### config.mk
export PLATFORM = sky130hd
export DESIGN_NAME = dmem_responder_flat
export DESIGN_NICKNAME = d
export VERILOG_FILES = /design/src/rtl/dmem_responder_if.sv /design/src/rtl/dmem_responder.sv /design/src/flat_wrapper.sv
export SDC_FILE = /design/constraint.sdc
export NUM_CORES = 1
export LEC_CHECK = 0
export CORE_MARGIN = 2
export CORE_UTILIZATION = 30
export CTS_BUF_LIST = sky130_fd_sc_hd__clkbuf_8
export DETAILED_ROUTE_END_ITERATION = 8
export PLACE_DENSITY = 0.64
export RECOVER_POWER = 25
export SLEW_MARGIN = 20
export SYNTH_ARGS = -nofsm -noshare
export SYNTH_HDL_FRONTEND = slang
export SYNTH_SLANG_ARGS = --single-unit
### constraint.sdc
create_clock -name clk -period 1.5 [get_ports clk]
set_input_delay 0.15 -clock clk [delete_from_list [all_inputs] [get_ports clk]]
set_output_delay 0.15 -clock clk [all_outputs]
set_load 0.005 [all_outputs]
### src/rtl/dmem_responder_if.sv
// Memory bus between the data-memory responder and the memory system.
//   master : responder side (drives request, consumes grant/read data)
//   slave  : memory side    (consumes request, drives grant/read data)
// Signals:
//   mem_req    request valid, held with all request fields until mem_gnt
//   mem_we     1 = write, 0 = read
//   mem_addr   word-aligned byte address
//   mem_wdata  lane-aligned store data
//   mem_wstrb  per-byte write enables, lane-aligned
//   mem_gnt    request accepted this cycle
//   mem_rvalid read data valid (never in the grant cycle)
//   mem_rdata  read data, full word
interface dmem_responder_if;
    logic        mem_req;
    logic        mem_we;
    logic [31:0] mem_addr;
    logic [31:0] mem_wdata;
    logic [3:0]  mem_wstrb;
    logic        mem_gnt;
    logic        mem_rvalid;
    logic [31:0] mem_rdata;

    modport master (
        output mem_req, mem_we, mem_addr, mem_wdata, mem_wstrb,
        input  mem_gnt, mem_rvalid, mem_rdata
    );

    modport slave (
        input  mem_req, mem_we, mem_addr, mem_wdata, mem_wstrb,
        output mem_gnt, mem_rvalid, mem_rdata
    );
endinterface

### src/rtl/dmem_responder.sv
// Data-memory responder: accepts one load/store (including LL/SC) from the
// pipeline at a time, checks alignment, issues it on the memory bus and
// returns a single-cycle response.
// Ports:
//   clk, rst           clock, synchronous active-high reset
//   rvalid, wvalid     request strobes (sampled only while idle)
//   op                 0 = read, 1 = write
//   addr, wdata, wstrb byte address, right-aligned store data, size code
//   is_atom            LL on reads, SC on writes
//   flush              abandon the outstanding request
//   llbit_clear        drop the LL reservation
//   rready, rdata      read done pulse and right-shifted read data
//   wready, sc_fail    write done pulse, SC-not-performed flag
//   ale                misaligned access rejected pulse
//   busy, llbit        not idle, current reservation
//   bus                memory bus (master side)
module dmem_responder (
    input  logic                    clk,
    input  logic                    rst,
    input  logic                    rvalid,
    input  logic                    wvalid,
    input  logic                    op,
    input  logic [31:0]             addr,
    input  logic [31:0]             wdata,
    input  logic [3:0]              wstrb,
    input  logic                    is_atom,
    input  logic                    flush,
    input  logic                    llbit_clear,
    output logic                    rready,
    output logic [31:0]             rdata,
    output logic                    wready,
    output logic                    sc_fail,
    output logic                    ale,
    output logic                    busy,
    output logic                    llbit,
    dmem_responder_if.master        bus
);

    typedef enum logic [2:0] {
        S_IDLE,
        S_REQ,
        S_WAIT,
        S_RESP,
        S_DRAIN
    } state_t;

    state_t      state_reg, state_next;

    logic        op_reg;
    logic        atom_reg;
    logic        ale_reg;
    logic        scfail_reg;
    logic [1:0]  off_reg;
    logic [31:0] rdata_reg;
    logic [31:0] mem_addr_reg;
    logic [31:0] mem_wdata_reg;
    logic [3:0]  mem_wstrb_reg;
    logic        llbit_reg;

    logic        capture;
    logic        misaligned;
    logic        sc_reject;
    logic        in_resp;
    logic        rdata_load;

    // Request decode, evaluated on the live inputs in the capture cycle.
    // llbit is sampled here, so a reservation change in the same cycle
    // does not affect this SC.
    always_comb begin
        capture    = (state_reg == S_IDLE) && (rvalid || wvalid) && !flush;
        misaligned = ((wstrb == 4'b0011) && addr[0]) ||
                     ((wstrb == 4'b1111) && (addr[1:0] != 2'b00));
        sc_reject  = op && is_atom && !llbit_reg;
    end

    always_comb begin
        state_next = state_reg;
        rdata_load = 1'b0;
        case (state_reg)
            S_IDLE: begin
                if (capture) begin
                    if (misaligned || sc_reject) begin
                        state_next = S_RESP;
                    end else begin
                        state_next = S_REQ;
                    end
                end
            end
            S_REQ: begin
                if (bus.mem_gnt) begin
                    // A granted write is already committed on the bus, so a
                    // flush only suppresses its response. A granted read
                    // still owes us a data beat, which must be drained.
                    if (op_reg) begin
                        state_next = flush ? S_IDLE : S_RESP;
                    end else begin
                        state_next = flush ? S_DRAIN : S_WAIT;
                    end
                end else if (flush) begin
                    state_next = S_IDLE;
                end
            end
            S_WAIT: begin
                if (bus.mem_rvalid) begin
                    // Data arriving together with a flush is simply dropped;
                    // nothing is left outstanding on the bus.
                    state_next = flush ? S_IDLE : S_RESP;
                    rdata_load = !flush;
                end else if (flush) begin
                    state_next = S_DRAIN;
                end
            end
            S_RESP: begin
                state_next = S_IDLE;
            end
            S_DRAIN: begin
                if (bus.mem_rvalid) begin
                    state_next = S_IDLE;
                end
            end
            default: begin
                state_next = S_IDLE;
            end
        endcase
    end

    always_ff @(posedge clk) begin
        if (rst) begin
            state_reg     <= S_IDLE;
            op_reg        <= 1'b0;
            atom_reg      <= 1'b0;
            ale_reg       <= 1'b0;
            scfail_reg    <= 1'b0;
            off_reg       <= 2'b00;
            rdata_reg     <= 32'h0;
            mem_addr_reg  <= 32'h0;
            mem_wdata_reg <= 32'h0;
            mem_wstrb_reg <= 4'h0;
        end else begin
            state_reg <= state_next;
            if (capture) begin
                op_reg        <= op;
                atom_reg      <= is_atom;
                ale_reg       <= misaligned;
                scfail_reg    <= !misaligned && sc_reject;
                off_reg       <= addr[1:0];
                mem_addr_reg  <= {addr[31:2], 2'b00};
                mem_wdata_reg <= wdata << {addr[1:0], 3'b000};
                mem_wstrb_reg <= wstrb << addr[1:0];
            end
            if (rdata_load) begin
                rdata_reg <= bus.mem_rdata >> {off_reg, 3'b000};
            end
        end
    end

    // Reservation: an explicit clear beats an LL completing in the same
    // cycle; a successful SC consumes the reservation.
    always_ff @(posedge clk) begin
        if (rst) begin
            llbit_reg <= 1'b0;
        end else if (llbit_clear) begin
            llbit_reg <= 1'b0;
        end else if (in_resp && !ale_reg && atom_reg) begin
            if (!op_reg) begin
                llbit_reg <= 1'b1;
            end else if (!scfail_reg) begin
                llbit_reg <= 1'b0;
            end
        end
    end

    always_comb begin
        in_resp       = (state_reg == S_RESP);
        rready        = in_resp && !ale_reg && !op_reg;
        wready        = in_resp && !ale_reg && op_reg;
        sc_fail       = in_resp && scfail_reg;
        ale           = in_resp && ale_reg;
        busy          = (state_reg != S_IDLE);
        llbit         = llbit_reg;
        rdata         = rdata_reg;
        bus.mem_req   = (state_reg == S_REQ);
        bus.mem_we    = (state_reg == S_REQ) && op_reg;
        bus.mem_addr  = mem_addr_reg;
        bus.mem_wdata = mem_wdata_reg;
        bus.mem_wstrb = mem_wstrb_reg;
    end

endmodule

### src/flat_wrapper.sv
// flat-port wrapper written by rule: the top's interface ports become plain ports
module dmem_responder_flat 
  (clk, rst, rvalid, wvalid, op, addr, wdata, wstrb, is_atom, flush, llbit_clear, rready, rdata, wready, sc_fail, ale, busy, llbit, bus_mem_req, bus_mem_we, bus_mem_addr, bus_mem_wdata, bus_mem_wstrb, bus_mem_gnt, bus_mem_rvalid, bus_mem_rdata);
  dmem_responder_if bus_i ();
  input  logic clk;
  input  logic rst;
  input  logic rvalid;
  input  logic wvalid;
  input  logic op;
  input  logic [31:0] addr;
  input  logic [31:0] wdata;
  input  logic [3:0] wstrb;
  input  logic is_atom;
  input  logic flush;
  input  logic llbit_clear;
  output logic rready;
  output logic [31:0] rdata;
  output logic wready;
  output logic sc_fail;
  output logic ale;
  output logic busy;
  output logic llbit;
  output wire logic [$bits(bus_i.mem_req)-1:0] bus_mem_req;
  output wire logic [$bits(bus_i.mem_we)-1:0] bus_mem_we;
  output wire logic [$bits(bus_i.mem_addr)-1:0] bus_mem_addr;
  output wire logic [$bits(bus_i.mem_wdata)-1:0] bus_mem_wdata;
  output wire logic [$bits(bus_i.mem_wstrb)-1:0] bus_mem_wstrb;
  input wire logic [$bits(bus_i.mem_gnt)-1:0] bus_mem_gnt;
  input wire logic [$bits(bus_i.mem_rvalid)-1:0] bus_mem_rvalid;
  input wire logic [$bits(bus_i.mem_rdata)-1:0] bus_mem_rdata;
  assign bus_mem_req = bus_i.mem_req;
  assign bus_mem_we = bus_i.mem_we;
  assign bus_mem_addr = bus_i.mem_addr;
  assign bus_mem_wdata = bus_i.mem_wdata;
  assign bus_mem_wstrb = bus_i.mem_wstrb;
  assign bus_i.mem_gnt = bus_mem_gnt;
  assign bus_i.mem_rvalid = bus_mem_rvalid;
  assign bus_i.mem_rdata = bus_mem_rdata;
  dmem_responder u_core (.clk(clk), .rst(rst), .rvalid(rvalid), .wvalid(wvalid), .op(op), .addr(addr), .wdata(wdata), .wstrb(wstrb), .is_atom(is_atom), .flush(flush), .llbit_clear(llbit_clear), .rready(rready), .rdata(rdata), .wready(wready), .sc_fail(sc_fail), .ale(ale), .busy(busy), .llbit(llbit), .bus(bus_i));
endmodule
==> metrics, run 1 <==
status complete, but fails checks; violations in the final reports setup timing; Critical Path Start Type flop; die area 0.0174 sq mm; clock skew 0.0168 ns; Root Driver clkbuf_8; commonest non-fill, non-tap cell in the layout clkdlybuf4s50_1; DR WL met3 1.62 mm; Leakage Power 3.45 nW; yosys warns 0; power density cells 861 mW/mm^2; measured slew at the worst slew-check pin 0.682 ns; vias in the first global route 5,265; vias per cell 5.04; Initial Util 30.8%; share of layout cells above drive strength 1 37.1%; EDFF count, synth 0; max-slew violation count 0; Die W 132 microns; Routed wire per std cell 18.2 microns; DR top layer met4; Worst Path Arrival 2.07 ns; first-pass GRT wire length 29.3 mm; 1st-iter DRT viols 334; cts bufs inserted 9; Post-Synthesis Cells 613; Skew-Pair Late Insertion Delay 0.39 ns; CTS tree done; TNS Setup -14.38 ns; total track usage 21.0%; worst vdd ir 701 uV; drt first pass iters 5; largest net degree at the start of global routing 43; Flop pwr share 39.6%; crit path max fanout 7; Seq/Total Area, Yosys 44.0%; die height 132 microns; CP Capture Type flop; crit path time final 1.74 ns; WS Path Type flop to flop; core area 0.0159 sq mm; clock slew at reported path FFs 0.11 ns; aggregate routed wire length 20.1 mm; Post-synth top flop dfxtp_1; most frequent cells in the layout 205 x clkdlybuf4s50_1, 95 x nand2_1, 91 x dfxtp_1, 61 x a21oi_2, 42 x buf_4; Avg Cell Area, Syn 8.01 sq um; Synth cell types 36; fmax 0.576 GHz; hold_buf cts 0; Post-synth ARST share 0%; Comb power frac 38.2%; FP Rows 46; Finish-stage setup viols 112; via count 5,558; FF+latch count, synth 108; Critical Path RT 1.83 ns; met1 wire length 8.14 mm; clock sinks 108; clock share of power 22.2%; sw power 0.00259 W; Internal 0.00557 W; RSZ-0062 raised after global routing yes; period utilisation layout 116%; switching part of the total 31.7%; hpwl dp 12.4 mm; io pins 218; final hold viol count 0; DRC 0; hold crit path type input port to flop; CTS H-tree lvls 3; Port Buffers 215; final setup margin -0.237 ns; Fin Hold WS 0.235 ns; post-layout net count 992; GP Congestion 0.845; Post-DRT Antenna Nets 0; clk buf depth 2; met2 routed WL 9.92 mm; max-cap viol count 0; cell area after synthesis 0.00491 sq mm; initial antenna violation count 0; Area Overhead vs Synth 92.8%; grt ovf 0; ANT cells 0; relative slew slack 54.5%
## synth_stat cells, drive strengths merged, types with 2 or more instances
master | n | area share (%)
o21ai | 2 | 0.20
a21oi | 99 | 10
buf | 20 | 2.6
nand3b | 4 | 0.61
o21bai | 2 | 0.31
dfxtp | 108 | 44
or3 | 19 | 2.5
and2 | 2 | 0.25
a211oi | 20 | 3.1
and3 | 2 | 0.25
nor2 | 41 | 3.1
o211ai | 17 | 2.6
mux2i | 34 | 6.9
nor3 | 10 | 1.2
clkbuf | 34 | 2.6
nor3b | 3 | 0.46
mux2 | 17 | 3.9
nand2 | 144 | 11
nand3 | 19 | 1.9
nor2b | 5 | 0.64
## final timing paths
kind / slack [ns] / startpoint / endpoint / cells past startpoint
max: -0.24 / u_core.state_reg[1] / u_core.bus.mem_wdata[13] / 7
min: 0.24 / rst / u_core.rdata[26] / 2
max reg2reg: -0.24 / u_core.state_reg[1] / u_core.bus.mem_wdata[13] / 7
min reg2reg: 0.46 / u_core.bus.mem_addr[5] / u_core.bus.mem_addr[5] / 2
## per-layer routing
metal	GRT usage [%]	up-vias
met2	35.0	223
met5	0	-
met3	8.07	34
met4	4.59	0
li1	-	2657
met1	25.8	2644
## worst max-delay path: stages (launching register included)
cell and delay [ns]:
dfxtp_4 0.37, buf_6 0.12, nor3_4 0.20, inv_2 0.06
or2_4 0.30, buf_6 0.15, or3_4 0.36, a21oi_2 0.12
## layout make-up
cell class,count,area (sq um)
clock buffers,12,165
repair buffers,309,3400
flip-flops and latches,108,2190
inverters,1,3.75
multi-input cells,453,3410
fillers,1376,6470
clock inverters,4,31.3
well taps,216,270
## timing repair
item,4_1_cts,5_1_grt
setup buffers,20,8
gates cloned,13,6
gates resized for setup,79,235
endpoints found under the setup margin,111,116
pin swaps,27,95
## power groups by stage
stage	Clock, W	Combinational, W	Sequential, W
detailed placement	0	0.00202	0.00326
CTS	0.00189	0.00267	0.00319
floorplan	0	0.000895	0.00325
global placement	0	0.00202	0.00326
global route	0.00197	0.00331	0.00325
finish	0.00181	0.00311	0.00323
## cell families after synthesis
family / Yosys count / synth area share (%)
other: 1 / 0.0764
AND/OR/NAND/NOR: 253 / 22.8
multiplexers: 51 / 10.8
buffers and inverters: 55 / 5.27
flip-flops: 108 / 44.0
AO/OA/AOI/OAI: 144 / 16.9
XOR/XNOR: 1 / 0.178
## stage by stage
stage	worst slack (ns)	power [W]	util [%]	area, sq um	instances
2_1_floorplan	-0.110	0.00415	-	5010	614
3_3_place_gp	-0.372	0.00528	47.9	7640	1046
3_5_place_dp	-0.390	0.00528	47.9	7640	1046
4_1_cts	-0.220	0.00775	53.5	8530	1095
5_1_grt	-0.305	0.00853	59.4	9470	1103
6_report	-0.237	0.00816	59.4	9470	1103
Power figures use the tool's default switching activity.
==> run 2: changes to the inputs <==
Settings changed: CTS_CLUSTER_SIZE set to 8, RECOVER_POWER 25 to 50.
==> results of run 2 <==
The final DEF is identical to that of run 1; final timing and power are the same.
==> run 3: changes to the inputs <==
Settings changed: PLACE_DENSITY 0.64 to 0.62.
Clock period 1.5 ns to 2.1 ns, I/O delays scaled along.
==> metrics, run 3 (synthesized netlist as in run 1, its figures left out) <==
clock sinks 108; DRC 0; clk buf depth 2; share of layout cells above drive strength 1 9.28%; final setup margin 0.115 ns; status completed; final hold viol count 0; Routed wire per std cell 15.6 microns; clock skew 0.00553 ns; commonest non-fill, non-tap cell in the layout clkdlybuf4s50_1; Placement Setup Slack 0.00180 ns; initial antenna violation count 0; CP Capture Type output pin; die height 132 microns; Finished Cell Area 0.00758 sq mm; Area Overhead vs Synth 54.3%; grt ovf 0; aggregate routed wire length 16.1 mm; non-filler instance count after layout 1,035; Skew-Pair Late Insertion Delay 0.37 ns; Worst Path Arrival 1.78 ns; CTS H-tree lvls 3; Leakage Power 2.66 nW; Die W 132 microns; ANT cells 0; hold_buf cts 0; total track usage 18.3%; crit path time final 1.99 ns; GP Congestion 0.858; WS Path Type flop to output pin; Port Buffers 215; vias per cell 4.78; post-layout net count 924; Initial Util 30.8%; Critical Path Start Type flop; period utilisation layout 94.5%; RSZ-0062 raised after global routing yes; worst vdd ir 346 uV; hpwl dp 12.1 mm; max-slew violation count 0; Placed Cells 1,014; 1st-iter DRT viols 295; Root Driver clkbuf_8; die area 0.0174 sq mm; Fin Hold WS 0.322 ns; placed standard-cell area 0.00728 sq mm; most frequent cells in the layout 212 x clkdlybuf4s50_1, 144 x nand2_1, 105 x dfxtp_1, 99 x a21oi_1, 40 x nor2_1; via count 4,947; Pwr Total 0.00493 W; Post-DRT Antenna Nets 0; hold crit path type input port to flop; measured slew at the worst slew-check pin 0.626 ns; core area 0.0159 sq mm; relative slew slack 58.3%; Critical Path RT 1.89 ns; CTS tree done; power density cells 651 mW/mm^2; FP Rows 46; clock slew at reported path FFs 0.11 ns; fmax 0.504 GHz; Finish-stage setup viols 0; io pins 218; crit path max fanout 7; max-cap viol count 0; cts bufs inserted 9; largest net degree at the start of global routing 72; drt first pass iters 4; vias in the first global route 4,844; first-pass GRT wire length 25.8 mm
==> run 3: changes by cell type in the layout (fill, tap and decap cells not counted), sizes merged <==
| cell | before | now |
|---|---|---|
| buf | 98 | 30 |
| clkbuf | 17 | 9 |
| clkdlybuf4s50 | 205 | 212 |
| clkinvlp | 0 | 2 |
| or3 | 21 | 19 |
| bufinv | 0 | 1 |
| clkdlybuf4s25 | 1 | 0 |
| clkinv | 3 | 2 |
| dlymetal6s2s | 0 | 1 |
| inv | 2 | 3 |
==> run 3: through the flow <==
stage	TNS [ns]	utilization [%]
6_report	0	47.5
5_1_grt	-0.0163	47.5
4_1_cts	-0.0776	47.2
3_5_place_dp	0	45.7
3_3_place_gp	0	45.7
2_1_floorplan	0	-
==> run 3: area by class of cell <==
type	instances	area, sq um
Inverter	1	3.75
Fill cell	1516	8360
Clock inverter	7	85.1
Timing Repair Buffer	243	2380
Clock buffer	9	124
Multi-Input combinational cell	451	2540
Sequential cell	108	2170
Tap cell	216	270
==> run 3: power by group <==
group | total [W] | internal, W | switching [W]
Sequential | 0.00230 | 0.00219 | 0.000101
Combinational | 0.00129 | 0.000694 | 0.000599
Clock | 0.00134 | 0.000572 | 0.000770
==> run 3: routing by layer <==
metal	vias up	global-route usage, %	share of wire [%]	wire (microns)
met2	187	28.6	45	7230
li1	2508	-	-	-
met5	-	0	0	0
met3	18	6.11	9.1	1470
met1	2234	23.6	44	7180
met4	0	6.34	1.7	267
==> run 3: what timing repair did <==
action / 4_1_cts / 5_1_grt
buffers inserted: 0 / 5
pin swaps: 0 / 1
resized for setup: 8 / 5
setup endpoints to repair: 4 / 4
==> run 3: worst paths after layout <==
check,startpoint,depth (start not counted),to,slack [ns]
worst max-delay path,u_core.state_reg[1],4,bus_mem_we,0.11
worst max register to register,u_core.state_reg[1],6,u_core.bus.mem_wdata[11],0.13
worst min-delay path,addr[0],3,u_core.off_reg[0],0.32
worst min register to register,u_core.rdata[18],2,u_core.rdata[18],0.46
==> run 3: critical path: stages (launching register included) <==
cell,delay [ns]
dfxtp_4,0.38
buf_4,0.15
nor3b_4,0.21
and2_1,0.15
clkdlybuf4s50_1,0.51
